[src/rtl/replay_stream_decoder_if.sv]
// Bus bundle between the replay-buffer mux, the stream decoder and the neuron stage.
interface replay_stream_decoder_if #(
  parameter int unsigned NUM_INPUTS = 2,
  parameter int unsigned TICKS      = 8
);
  localparam int unsigned TW = $clog2(TICKS + 1);

  logic                     gamma_start;
  logic                     spike_in;
  logic                     out_ready;
  logic                     out_valid;
  logic [NUM_INPUTS*TW-1:0] out_times;
  logic [NUM_INPUTS-1:0]    out_mask;
  logic                     busy;
  logic                     overflow;

  modport master (
    output gamma_start, spike_in, out_ready,
    input  out_valid, out_times, out_mask, busy, overflow
  );

  modport slave (
    input  gamma_start, spike_in, out_ready,
    output out_valid, out_times, out_mask, busy, overflow
  );
endinterface

[src/rtl/replay_stream_decoder.sv]
// Demultiplexes the replay buffer's serial spike stream into per-input first-spike
// times and publishes one packed time vector per gamma cycle over valid/ready.
module replay_stream_decoder #(
  parameter int unsigned NUM_INPUTS = 2,
  parameter int unsigned TICKS      = 8
) (
  input  logic                    clk,
  input  logic                    grst,
  replay_stream_decoder_if.slave  bus
);
  localparam int unsigned TW = $clog2(TICKS + 1);
  localparam int unsigned PW = (NUM_INPUTS > 1) ? $clog2(NUM_INPUTS) : 1;
  localparam int unsigned KW = (TICKS > 1) ? $clog2(TICKS) : 1;

  localparam logic [TW-1:0] NO_SPIKE   = TW'(TICKS);
  localparam logic [PW-1:0] LAST_PHASE = PW'(NUM_INPUTS - 1);
  localparam logic [KW-1:0] LAST_TICK  = KW'(TICKS - 1);

  typedef enum logic {IDLE, CAPTURE} state_e;
  typedef logic [NUM_INPUTS-1:0][TW-1:0] times_t;

  state_e                state_q, state_d;
  logic [PW-1:0]         phase_q, phase_d;
  logic [KW-1:0]         tick_q, tick_d;
  times_t                shadow_q, shadow_d;
  logic [NUM_INPUTS-1:0] seen_q, seen_d;
  logic                  out_valid_q, out_valid_d;
  times_t                out_times_q, out_times_d;
  logic [NUM_INPUTS-1:0] out_mask_q, out_mask_d;
  logic                  busy_q, busy_d;
  logic                  overflow_q, overflow_d;
  logic                  last_sample;

  // State register
  always_ff @(posedge clk or posedge grst) begin
    if (grst) begin
      state_q     <= IDLE;
      phase_q     <= '0;
      tick_q      <= '0;
      shadow_q    <= {NUM_INPUTS{NO_SPIKE}};
      seen_q      <= '0;
      out_valid_q <= 1'b0;
      out_times_q <= {NUM_INPUTS{NO_SPIKE}};
      out_mask_q  <= '0;
      busy_q      <= 1'b0;
      overflow_q  <= 1'b0;
    end else begin
      state_q     <= state_d;
      phase_q     <= phase_d;
      tick_q      <= tick_d;
      shadow_q    <= shadow_d;
      seen_q      <= seen_d;
      out_valid_q <= out_valid_d;
      out_times_q <= out_times_d;
      out_mask_q  <= out_mask_d;
      busy_q      <= busy_d;
      overflow_q  <= overflow_d;
    end
  end

  // Capture sequencing, result publication and handshake
  always_comb begin
    state_d     = state_q;
    phase_d     = phase_q;
    tick_d      = tick_q;
    shadow_d    = shadow_q;
    seen_d      = seen_q;
    out_valid_d = out_valid_q;
    out_times_d = out_times_q;
    out_mask_d  = out_mask_q;
    overflow_d  = overflow_q;
    last_sample = (state_q == CAPTURE) && (phase_q == LAST_PHASE) && (tick_q == LAST_TICK);

    if (bus.out_ready) out_valid_d = 1'b0;

    case (state_q)
      IDLE: begin
        if (bus.gamma_start) state_d = CAPTURE;
      end
      CAPTURE: begin
        if (bus.spike_in && !seen_q[phase_q]) begin
          shadow_d[phase_q] = TW'(tick_q);
          seen_d[phase_q]   = 1'b1;
        end
        if (tick_q == LAST_TICK) begin
          tick_d  = '0;
          phase_d = phase_q + 1'b1;
        end else begin
          tick_d = tick_q + 1'b1;
        end
        if (last_sample) begin
          // The final sample is folded in through shadow_d/seen_d
          if (!out_valid_q || bus.out_ready) begin
            out_times_d = shadow_d;
            out_mask_d  = seen_d;
            out_valid_d = 1'b1;
          end else begin
            overflow_d = 1'b1;
          end
          phase_d = '0;
          tick_d  = '0;
          state_d = bus.gamma_start ? CAPTURE : IDLE;
        end else if (bus.gamma_start) begin
          overflow_d = 1'b1;
        end
      end
      default: state_d = IDLE;
    endcase

    // A gamma_start always opens a fresh capture window
    if (bus.gamma_start) begin
      phase_d  = '0;
      tick_d   = '0;
      shadow_d = {NUM_INPUTS{NO_SPIKE}};
      seen_d   = '0;
    end

    busy_d = (state_d == CAPTURE);
  end

  assign bus.out_valid = out_valid_q;
  assign bus.out_times = out_times_q;
  assign bus.out_mask  = out_mask_q;
  assign bus.busy      = busy_q;
  assign bus.overflow  = overflow_q;
endmodule

[src/flat_wrapper.sv]
// flat-port wrapper written by rule: the top's interface ports become plain ports
module replay_stream_decoder_flat 
#(
  parameter int unsigned NUM_INPUTS = 2,
  parameter int unsigned TICKS      = 8
)
  (clk, grst, bus_gamma_start, bus_spike_in, bus_out_ready, bus_out_valid, bus_out_times, bus_out_mask, bus_busy, bus_overflow);
  replay_stream_decoder_if #(.NUM_INPUTS(NUM_INPUTS), .TICKS(TICKS)) bus_i ();
  input  logic clk;
  input  logic grst;
  input wire logic [$bits(bus_i.gamma_start)-1:0] bus_gamma_start;
  input wire logic [$bits(bus_i.spike_in)-1:0] bus_spike_in;
  input wire logic [$bits(bus_i.out_ready)-1:0] bus_out_ready;
  output wire logic [$bits(bus_i.out_valid)-1:0] bus_out_valid;
  output wire logic [$bits(bus_i.out_times)-1:0] bus_out_times;
  output wire logic [$bits(bus_i.out_mask)-1:0] bus_out_mask;
  output wire logic [$bits(bus_i.busy)-1:0] bus_busy;
  output wire logic [$bits(bus_i.overflow)-1:0] bus_overflow;
  assign bus_i.gamma_start = bus_gamma_start;
  assign bus_i.spike_in = bus_spike_in;
  assign bus_i.out_ready = bus_out_ready;
  assign bus_out_valid = bus_i.out_valid;
  assign bus_out_times = bus_i.out_times;
  assign bus_out_mask = bus_i.out_mask;
  assign bus_busy = bus_i.busy;
  assign bus_overflow = bus_i.overflow;
  replay_stream_decoder #(.NUM_INPUTS(NUM_INPUTS), .TICKS(TICKS)) u_core (.clk(clk), .grst(grst), .bus(bus_i));
endmodule
[config.mk]
export PLATFORM = sky130hd
export DESIGN_NAME = replay_stream_decoder_flat
export DESIGN_NICKNAME = d
export VERILOG_FILES = /design/src/rtl/replay_stream_decoder_if.sv /design/src/rtl/replay_stream_decoder.sv /design/src/flat_wrapper.sv
export SDC_FILE = /design/constraint.sdc
export NUM_CORES = 1
export LEC_CHECK = 0
export ABC_AREA = 1
export CAP_MARGIN = 10
export CORE_UTILIZATION = 35
export CTS_BUF_LIST = sky130_fd_sc_hd__clkbuf_16
export DETAILED_ROUTE_END_ITERATION = 16
export GPL_TIMING_DRIVEN = 0
export MAX_ROUTING_LAYER = met4
export SYNTH_ARGS = -nofsm -noshare
export SYNTH_HDL_FRONTEND = slang
export SYNTH_SLANG_ARGS = --single-unit
[constraint.sdc]
create_clock -name clk -period 4.05 [get_ports clk]
set_input_delay 0.6075 -clock clk [delete_from_list [all_inputs] [get_ports clk]]
set_output_delay 0.6075 -clock clk [all_outputs]
set_load 0.005 [all_outputs]
* Yosys cells after proc, flatten, opt, wreduce, memory -nomap -nowiden
Index checks and enable logic that the tools add are counted.
** Storage, ports and cells
- Bits in registers :: 27
- Bits of input ports :: 5
- Output and inout bits :: 13
- Logic and storage cells :: 63
** Operators by class
- $add $sub $neg :: 2
- Magnitude comparators :: 2
- Equal/unequal tests :: 2
- Muxes and demuxes :: 31
- Bitwise logic cells :: 2
- Reductions and logical operators :: 13
** Operator list (count)
- $mux 8 :: 3
- $mux 1 :: 16
- $mux 3 :: 4
- $bwmux 8 :: 1
- $mux 2 :: 3
- $reduce_and 3->1 :: 2
- $demux 4 s1 :: 1
- $logic_and 1x1->1 :: 4
- $mux 4 :: 1
- $reduce_bool 2->1 :: 2
- $add 3x1->3 const B :: 1
- $eq 3x3->1 const B :: 1
- $reduce_bool 3->1 :: 1
- $logic_not 1->1 :: 2
- $lt 1x2->1 const B :: 1
- $ne 2x2->1 const B :: 1
- $or 2x2->2 :: 1
- $pmux 1 s2 :: 1
- $reduce_and 2->1 :: 1
- $add 1x1->1 const B :: 1
- $demux 1 s1 :: 1
- $ge 1x1->1 const B :: 1
- $logic_or 1x1->1 :: 1
- $not 1->1 :: 1

* Depth between registers and ports, before layout
Gate-level depths: netlist of the first run.
- Depth after elaboration :: 8
- Gate-level depth with buffers :: 8
- Gate-level depth less buffers :: 7

* Worst setup path before layout of the first run
No wires, ideal clock.
- Path kind :: flip-flop to flip-flop
- From :: reg u_core.tick_q[0]
- To :: reg u_core.out_times_q (netlist bit u_core.bus.out_times[0])
- Library setup time :: 118 ps
- Data arrival time :: 1325 ps
- Data required time :: 3932 ps
- Path slack :: 2608 ps
- Stages on the path, launching flop included :: 9
- Buffers on the path :: 1
- Period minus slack after synthesis :: 1442 ps
- Cells stage by stage :: dfrtp_1 > ha_1 > ha_1 > nand3_2 > nor2_4 > inv_2 > buf_6 > nand2_1 > nand2_1
** On the way
- Cells in the longest elaborated chain, start to end :: 3
- Elaborated cells between the ends (all ways) :: 5
- Those cells by class :: eq/ne: 1; mux: 2; reduce/logical: 2
** Ends and longest elaborated chain
- from (decl) :: line replay_stream_decoder.sv:24 : logic [KW-1:0] tick_q, tick_d;
- from (signal assigned) :: line replay_stream_decoder.sv:50 : tick_q <= tick_d;
- $eq 3x3->1 :: line replay_stream_decoder.sv:72 : last_sample = (state_q == CAPTURE) && (phase_q == LAST_PHASE) && (tick_q == LAST_TICK);
- $logic_and 1x1->1 :: line replay_stream_decoder.sv:72
- $reduce_and 3->1 (no source line)
- to (signal assigned) :: line replay_stream_decoder.sv:43 : out_times_q <= {NUM_INPUTS{NO_SPIKE}};
- to (signal assigned) :: line replay_stream_decoder.sv:54 : out_times_q <= out_times_d;
- to (decl) :: line replay_stream_decoder.sv:28 : times_t out_times_q, out_times_d;
Several ways; a longest one is shown, not always the timed one.
A chain may end at the register's enable or synchronous reset.

* Worst setup path after layout of the first run
- From :: reg u_core.out_times_q (netlist bit u_core.bus.out_times[3])
- To :: out bus_out_times[3]
** RTL lines
- to (decl) :: line flat_wrapper.sv:15 : output wire logic [$bits(bus_i.out_times)-1:0] bus_out_times;
No word-level cell between the ends.

==> qor.yml, run 1 <==
slew_violations: 0
drive_gt1_frac: 0.120
hold_depth: 2
cts_resized: 0
initial_utilization: 0.382
grt_pass1_vias: 1134
vias: 1102
post_drt_wl_per_cell_um: 12.0
grt.met2_usage: 0.281
p_per_area_mw_per_mm2: 399
antenna_found_initial: 0
crit_required_ns: 3.44
fin_skew_ns: 0.00315
reg2reg_depth: 8
fin_crit_ns: 1.89
totalWireLength_um: 2770
firstDrtPassIters: 4
critPathTopFamily: "flip-flops"
synth_seq_cells: 27
cts_buffers: 3
cp.buffers_inverters: 1
core_area_mm2: 0.00347
reg2reg_from: "u_core.tick_q[0]"
worstSetupPathType: "flip-flop to primary output"
grt_pass1_wl_um: 5120
hold_viol: 0
layout_common_cells: "49 x nand2_1, 23 x inv_1, 23 x dfrtp_1, 20 x nand3_1, 16 x clkdlybuf4s50_1"
slowest_stage: "dfstp_2"
mostFrequentLayoutCell: "nand2_1"
clock.fmax_mhz: 530
gp_congestion: 0.828
cts_max_path_buffers: 2
cts_setup_buffers: 0
endpoint_kind: "primary output"
num_rows: 21
start_kind: "flip-flop"
run_status: "finished, final reports clean"
slowest_delay_ns: 0.53
finalSetupViolations: 0
path_max_fanout: 2
gr-max-usage-layer: "met2"
grt_max_degree: 28
postCtsHoldBufs: 0
tns_ns: 0
use_met3: 0.0217
rsz0062_at_grt: "no"
vdd_ir_drop_max_v: 0.000165
die_y_um: 63.5
crit_chain: "clkdlybuf4s50_1"
r2r_end: "u_core.bus.out_times[2]"
boundaryPins: 18
drc: 0
hold_end: "u_core.bus.overflow"
hold_class: "flip-flop to flip-flop"
worst_pin_slew_ns: 1.01
synth_cell_types: 22
ys_seq_area_frac: 0.514
cp.arrival_ns: 1.28
rrSetupSlack_ns: 2.35
post-place-ws_ns: 1.97
synth_area_per_cell_um2: 8.07
syn_to_final_growth_pct: 22.7
drv_cap: 0
htreeDepth: 1
clkTransAtPathRegs_ns: 0.07
cts_root_buf: "clkbuf_16"
drt_iter0_drc: 47
antennaDiodeCount: 0
die_x_um: 63.5
min_from: "u_core.bus.overflow"
use_met1: 0.207
hpwlAfterDp_um: 1960
cts_tree: "built"
syn_area_mm2: 0.00132
clk_latency_ns: 0.26
min_period_over_period: 0.466
portBuffers: 16
die_area_mm2: 0.00403
clkSinkCount: 27
yosysWarnings: 0
viasPerCell: 4.79
maxSlewHeadroom: 0.327
ant_nets: 0
power.leakage_nw: 0.819
final_nets: 192
grt_use_total: 0.169
syn_inst: 164
grt.overflow.total: 0
synthesis.nets: 171
finalWorstSetupSlack_ns: 2.16
stage by stage:
| step | cells | power (W) | instance area, um2 | util | hold slack [ns] |
|---|---|---|---|---|---|
| after floorplan | 164 | 0.000391 | 1320 | - | 0.449 |
| after detailed placement | 226 | 0.000424 | 1540 | 0.444 | 0.465 |
| after global routing | 230 | 0.000688 | 1620 | 0.468 | 0.497 |
| after CTS | 230 | 0.000654 | 1620 | 0.468 | 0.482 |
| final | 230 | 0.000647 | 1620 | 0.468 | 0.474 |
| after global placement | 226 | 0.000421 | 1540 | 0.444 | 0.451 |
power by group:
part / switching (W) / internal, W
clock network: 0.0000944 / 0.000134
registers: 0.0000199 / 0.000295
logic: 0.0000611 / 0.0000421
metal layers:
| metal | wire (um) | up-vias |
|---|---|---|
| li1 | - | 559 |
| met1 | 1320 | 520 |
| met2 | 1340 | 18 |
| met3 | 68 | 5 |
| met4 | 46 | 0 |
| met5 | 0 | - |
state kept, by name, indices dropped and copies added, names as in the netlist:
signal / cells
u_core.bus.out_mask: 2
u_core.bus.out_times: 8
u_core.bus.out_valid: 1
u_core.bus.overflow: 1
u_core.phase_q: 1
u_core.seen_q: 2
u_core.shadow_q: 8
u_core.state_q: 1
u_core.tick_q: 3
cells in the mapped netlist (all sizes together):
library cell	n	area [um2]
nand2	50	190
inv	24	90.1
dfrtp	23	576
nand3	22	120
nor2	15	68.8
o21ai	10	65.1
a21oi	5	25.0
dfstp	4	105
buf	3	21.3
a211oi	2	15.0
ha	2	25.0
a31oi	1	6.26
and2	1	6.26
clkbuf	1	3.75
nand4	1	6.26
worst register-to-register path, delay by kind of cell (launching register included):
family | cells | cell delay, ns
AND/OR/NAND/NOR | 4 | 0.49
buffers and inverters | 2 | 0.26
flip-flops | 1 | 0.42
adder cells (fa/ha/maj) | 2 | 0.43
worst max-delay path by stage:
stage,cells past startpoint,from,endpoint
2_1_floorplan,8,u_core.tick_q[0],u_core.bus.out_times[0]
3_3_place_gp,6,bus_spike_in,u_core.bus.out_times[6]
3_5_place_dp,6,bus_spike_in,u_core.shadow_q[6]
4_1_cts,1,u_core.bus.out_times[7],bus_out_times[7]
5_1_grt,6,bus_spike_in,u_core.bus.out_times[0]
6_report,1,u_core.bus.out_times[3],bus_out_times[3]
cell type report:
| type | count | area [um2] |
|---|---|---|
| clock buffers | 3 | 75.1 |
| multi-input cells | 109 | 528 |
| fillers | 358 | 1840 |
| flip-flops and latches | 27 | 681 |
| repair buffers | 16 | 160 |
| well taps | 46 | 57.6 |
| clock inverters | 1 | 7.51 |
| plain buffers | 4 | 25.0 |
| inverters | 24 | 90.1 |
cells by family after synthesis:
logic type | synth area share
simple gates | 0.296
buf+inv | 0.0869
flops | 0.514
compound gates | 0.0841
fa+ha+maj | 0.0189
Power figures use the tool's default switching activity.
==> run 2, diff against run 1 <==
clock period = 1.6 ns   (was 4.05 ns; I/O delays follow)
==> qor.yml, run 2 (same netlist as run 1, synthesis figures left out) <==
maxSlewHeadroom: 0.325  # -0.00251
grt.overflow.total: 0  # unchanged
hold_viol: 0  # unchanged
min_period_over_period: 0.951
die_y_um: 63.5  # unchanged
antennaDiodeCount: 0  # unchanged
worst_pin_slew_ns: 1.01  # +0.00376 ns
p_int_w: 0.00123  # +160%
combPwrFrac: 0.181  # +0.021
viasPerCell: 4.84  # +1.0%
vdd_ir_drop_max_v: 0.000420  # +150%
p_per_area_mw_per_mm2: 1020  # +160%
run_status: "finished, final reports clean"
cp.arrival_ns: 1.28  # about the same
mostFrequentLayoutCell: "nand2_1"
grt_pass1_vias: 1142  # +0.71%
rrSetupSlack_ns: 0.14  # -2.21 ns
clock.fmax_mhz: 657
hold_class: "input port to flip-flop"
drive_gt1_frac: 0.151  # +0.0310
drt_iter0_drc: 37  # -21%
vias: 1123  # +1.9%
core_area_mm2: 0.00347  # unchanged
cts_max_path_buffers: 2  # unchanged
switching_share: 0.279  # +0.00847
crit_chain: "clkdlybuf4s50_1"
grt_max_degree: 28  # unchanged
critPathTopFamily: "flip-flops"
clkTransAtPathRegs_ns: 0.07  # about the same
fin_skew_ns: 0.00189  # -0.00125 ns
cp.buffers_inverters: 1  # unchanged
grt_pass1_wl_um: 5160  # +0.82%
drc: 0  # unchanged
p_switching_w: 0.000478  # +170%
clkPwrFrac: 0.342  # -0.011
nFillCells: 354  # -1.1%
path_max_fanout: 2  # unchanged
endpoint_kind: "primary output"
htreeDepth: 1  # unchanged
drv_cap: 0  # unchanged
gp_congestion: 0.828  # unchanged
slew_violations: 0  # unchanged
clk_latency_ns: 0.26  # about the same
die_area_mm2: 0.00403  # unchanged
post_drt_wl_per_cell_um: 12.4  # +2.7%
rsz0062_at_grt: "no"
finalSetupViolations: 0  # unchanged
slowest_stage: "dfstp_2"
layout_common_cells: "49 x nand2_1, 23 x inv_1, 22 x dfrtp_1, 19 x nand3_1, 16 x clkdlybuf4s50_1"
grt_use_total: 0.171  # +0.00198
hpwlAfterDp_um: 1960  # unchanged
totalWireLength_um: 2870  # +3.6%
die_x_um: 63.5  # unchanged
portBuffers: 16  # unchanged
syn_to_final_growth_pct: 26.7
final_nets: 194  # +1.0%
cts_tree: "built"
clkSinkCount: 27  # unchanged
fin_util: 0.484  # +0.0155
boundaryPins: 18  # unchanged
slowest_delay_ns: 0.53  # about the same
firstDrtPassIters: 4  # unchanged
tns_ns: 0  # unchanged
antenna_found_initial: 0  # unchanged
power.leakage_nw: 0.825  # +0.68%
pwr-share-seq: 0.478  # -0.009
crit_required_ns: 1.36  # -2.08 ns
cts_root_buf: "clkbuf_16"
num_rows: 21  # unchanged
fin_crit_ns: 1.52
start_kind: "flip-flop"
initial_utilization: 0.382  # unchanged
cts_buffers: 3  # unchanged
ant_nets: 0  # unchanged
worstSetupPathType: "flip-flop to primary output"
run 2: final timing paths:
kind,from,end,cells past startpoint
max in group asynchronous,grst,u_core.tick_q[0],2
min reg2reg,u_core.bus.overflow,u_core.bus.overflow,2
min in group asynchronous,grst,u_core.bus.overflow,2
max,u_core.bus.out_times[3],bus_out_times[3],1
max reg2reg,u_core.tick_q[1],u_core.bus.out_times[2],8
min,bus_gamma_start,u_core.shadow_q[3],3
run 2: power groups by stage:
stage | clock network [W] | logic, W | registers (W)
5_1_grt | 0.000618 | 0.000364 | 0.000821
3_3_place_gp | 0 | 0.000256 | 0.000809
2_1_floorplan | 0 | 0.000190 | 0.000799
3_5_place_dp | 0 | 0.000262 | 0.000811
4_1_cts | 0.000592 | 0.000267 | 0.000799
6_report | 0.000584 | 0.000309 | 0.000817
run 2: layout make-up:
cell class / count / area (um2) / area share
plain buffers: 4 / 25.0 / 0.0149
well taps: 46 / 57.6 / 0.0343
flip-flops and latches: 27 / 682 / 0.406
repair buffers: 18 / 175 / 0.104
clock inverters: 1 / 7.51 / 0.00447
clock buffers: 3 / 75.1 / 0.0447
inverters: 24 / 90.1 / 0.0537
multi-input cells: 109 / 566 / 0.337
run 2: repair_timing:
item,in CTS,in global routing
buffers inserted,1,1
pin swaps,1,1
gates resized for setup,1,6
endpoints found under the hold margin,0,0
hold buffers,0,0
endpoints found under the setup margin,10,12
run 2: routing by layer:
layer | part of all wire | up-vias | wire (um) | track usage
met5 | 0 | - | 0 | -
met1 | 0.47 | 536 | 1350 | 0.211
met2 | 0.49 | 18 | 1400 | 0.283
li1 | - | 564 | - | -
met4 | 0.015 | 0 | 42 | 0.0653
met3 | 0.025 | 5 | 71 | 0.0217
run 2: per-stage QoR:
step	std cells	instance area, um2	power [W]	hold slack [ns]	worst slack [ns]
global placement	226	1540	0.00106	0.451	-0.0893
CTS	231	1630	0.00166	0.389	0.0328
global route	232	1680	0.00180	0.426	0.0240
floorplan	164	1320	0.000989	0.290	0.158
finish	232	1680	0.00171	0.390	0.0785
detailed placement	226	1540	0.00107	0.465	-0.112
==> run 3, diff against run 2 <==
CAP_MARGIN = 20   (was 10)
CELL_PAD_IN_SITES_DETAIL_PLACEMENT = 0   (was not set)
CELL_PAD_IN_SITES_GLOBAL_PLACEMENT = 1   (was not set)
PLACE_DENSITY_LB_ADDON = 0.1   (was not set)
==> qor.yml, run 3 (same netlist as run 1, synthesis figures left out) <==
dp_cells: 226  # unchanged
vias: 1121  # -0.18%
cts_buffers: 3  # unchanged
fin_util: 0.486  # +0.00217
clk_latency_ns: 0.26  # about the same
syn_to_final_growth_pct: 27.3
drc: 0  # unchanged
rrSetupSlack_ns: 0.13  # about the same
place_area_mm2: 0.00154  # unchanged
grt.overflow.total: 0  # unchanged
totalWireLength_um: 2960  # +3.1%
initial_utilization: 0.382  # unchanged
portBuffers: 16  # unchanged
endpoint_kind: "primary output"
antennaDiodeCount: 0  # unchanged
cp.arrival_ns: 1.27  # about the same
core_area_mm2: 0.00347  # unchanged
nFillCells: 357  # +0.85%
r2r_end: "u_core.bus.out_times[1]"
reg2reg_depth: 8  # unchanged
slowest_delay_ns: 0.54  # about the same
hold_viol: 0  # unchanged
vdd_ir_drop_max_v: 0.000483  # +15%
cts_max_path_buffers: 2  # unchanged
crit_required_ns: 1.36  # about the same
layout_common_cells: "49 x nand2_1, 24 x inv_1, 23 x dfrtp_1, 19 x nand3_1, 16 x clkdlybuf4s50_1"
whs_ns: 0.274  # -0.116 ns
rsz0062_at_grt: "no"
htreeDepth: 1  # unchanged
fin_crit_ns: 1.51  # -0.00891 ns
power.leakage_nw: 0.849  # +2.9%
min_period_over_period: 0.945  # -0.00557
slowest_stage: "clkdlybuf4s50_1"
use_met3: 0.0163  # -0.00543
cts_tree: "built"
stdcell_area_mm2: 0.00169  # +0.45%
p_per_area_mw_per_mm2: 1000  # -1.9%
worstSetupPathDepth: 1  # unchanged
num_rows: 21  # unchanged
die_y_um: 63.5  # unchanged
gr-max-usage-layer: "met2"
fin_skew_ns: 0.00986  # +0.00797 ns
grt_pass1_wl_um: 5000  # -3.2%
worstSetupPathType: "flip-flop to primary output"
hpwlAfterDp_um: 1990  # +1.6%
cts_root_buf: "clkbuf_16"
layout.cells.non_filler: 234  # +0.86%
crit_chain: "clkdlybuf4s50_1"
drv_cap: 0  # unchanged
drive_gt1_frac: 0.144  # -0.00692
run_status: "finished, final reports clean"
finalSetupViolations: 0  # unchanged
gp_congestion: 0.803  # -3.0%
worst_pin_slew_ns: 0.442  # -0.570 ns
start_kind: "flip-flop"
grt_pass1_vias: 1099  # -3.8%
final_nets: 196  # +1.0%
clock.fmax_mhz: 661  # +0.59%
path_max_fanout: 6  # +4
hold_class: "input port to asynchronous set/reset pin"
clkTransAtPathRegs_ns: 0.07  # about the same
grt_max_degree: 28  # unchanged
use_met1: 0.210  # -0.000779
critPathTopFamily: "buffers and inverters"
die_area_mm2: 0.00403  # unchanged
clkSinkCount: 27  # unchanged
boundaryPins: 18  # unchanged
mostFrequentLayoutCell: "nand2_1"
p_total_w: 0.00169  # -1.4%
firstDrtPassIters: 4  # unchanged
cp.buffers_inverters: 1  # unchanged
slew_violations: 0  # unchanged
ant_nets: 0  # unchanged
maxSlewHeadroom: 0.705  # +0.380
viasPerCell: 4.79  # -1.0%
grt.met2_usage: 0.265  # -0.0186
drt_iter0_drc: 73  # +97%
post_drt_wl_per_cell_um: 12.6  # +2.2%
grt_use_total: 0.164  # -0.00685
antenna_found_initial: 0  # unchanged
reg2reg_from: "u_core.tick_q[0]"
die_x_um: 63.5  # unchanged
## run 3: report_power, final
part	internal, W	switching [W]	total [W]
logic	0.000147	0.000180	0.000327
clock network	0.000335	0.000231	0.000566
registers	0.000748	0.0000442	0.000792
total	0.00123	0.000455	0.00169
## run 3: routing by layer
metal | vias to the layer above | part of all wire | wire [um]
li1 | 558 | - | -
met1 | 538 | 0.47 | 1380
met2 | 23 | 0.49 | 1460
met3 | 2 | 0.030 | 89
met4 | 0 | 0.0068 | 20
met5 | - | 0 | 0
## run 3: worst max-delay path by stage
stage / from / to / slack, ns
floorplan: u_core.tick_q[0] / u_core.bus.out_times[0] / 0.16
global placement: bus_spike_in / u_core.bus.out_times[1] / -0.16
detailed placement: bus_spike_in / u_core.bus.out_times[1] / -0.15
CTS: u_core.tick_q[0] / u_core.bus.out_times[1] / 0.02
global route: u_core.tick_q[1] / u_core.bus.out_times[2] / 0.04
finish: u_core.state_q / bus_busy / 0.09
## run 3: through the flow
stage	setup WS [ns]	setup TNS, ns
after detailed placement	-0.152	-1.65
after floorplan	0.158	0
after CTS	0.0220	0
after global routing	0.0411	0
after global placement	-0.164	-1.79
final	0.0875	0
## run 3: timing repair
item / CTS / global route
hold buffers: 0 / 0
gates resized for setup: 0 / 3
pin swaps: 1 / 0
buffers inserted: 1 / 2
endpoints found under the setup margin: 10 / 14
## run 3: area by class of cell
cell class	instances	area [um2]	area share
sequential	27	681	0.404
multi-input combinational	109	543	0.322
timing repair buffer	20	210	0.125
buffer	4	25.0	0.0148
clock inverter	1	3.75	0.00223
clock buffer	3	75.1	0.0445
inverter	24	90.1	0.0535
tap	46	57.6	0.0341
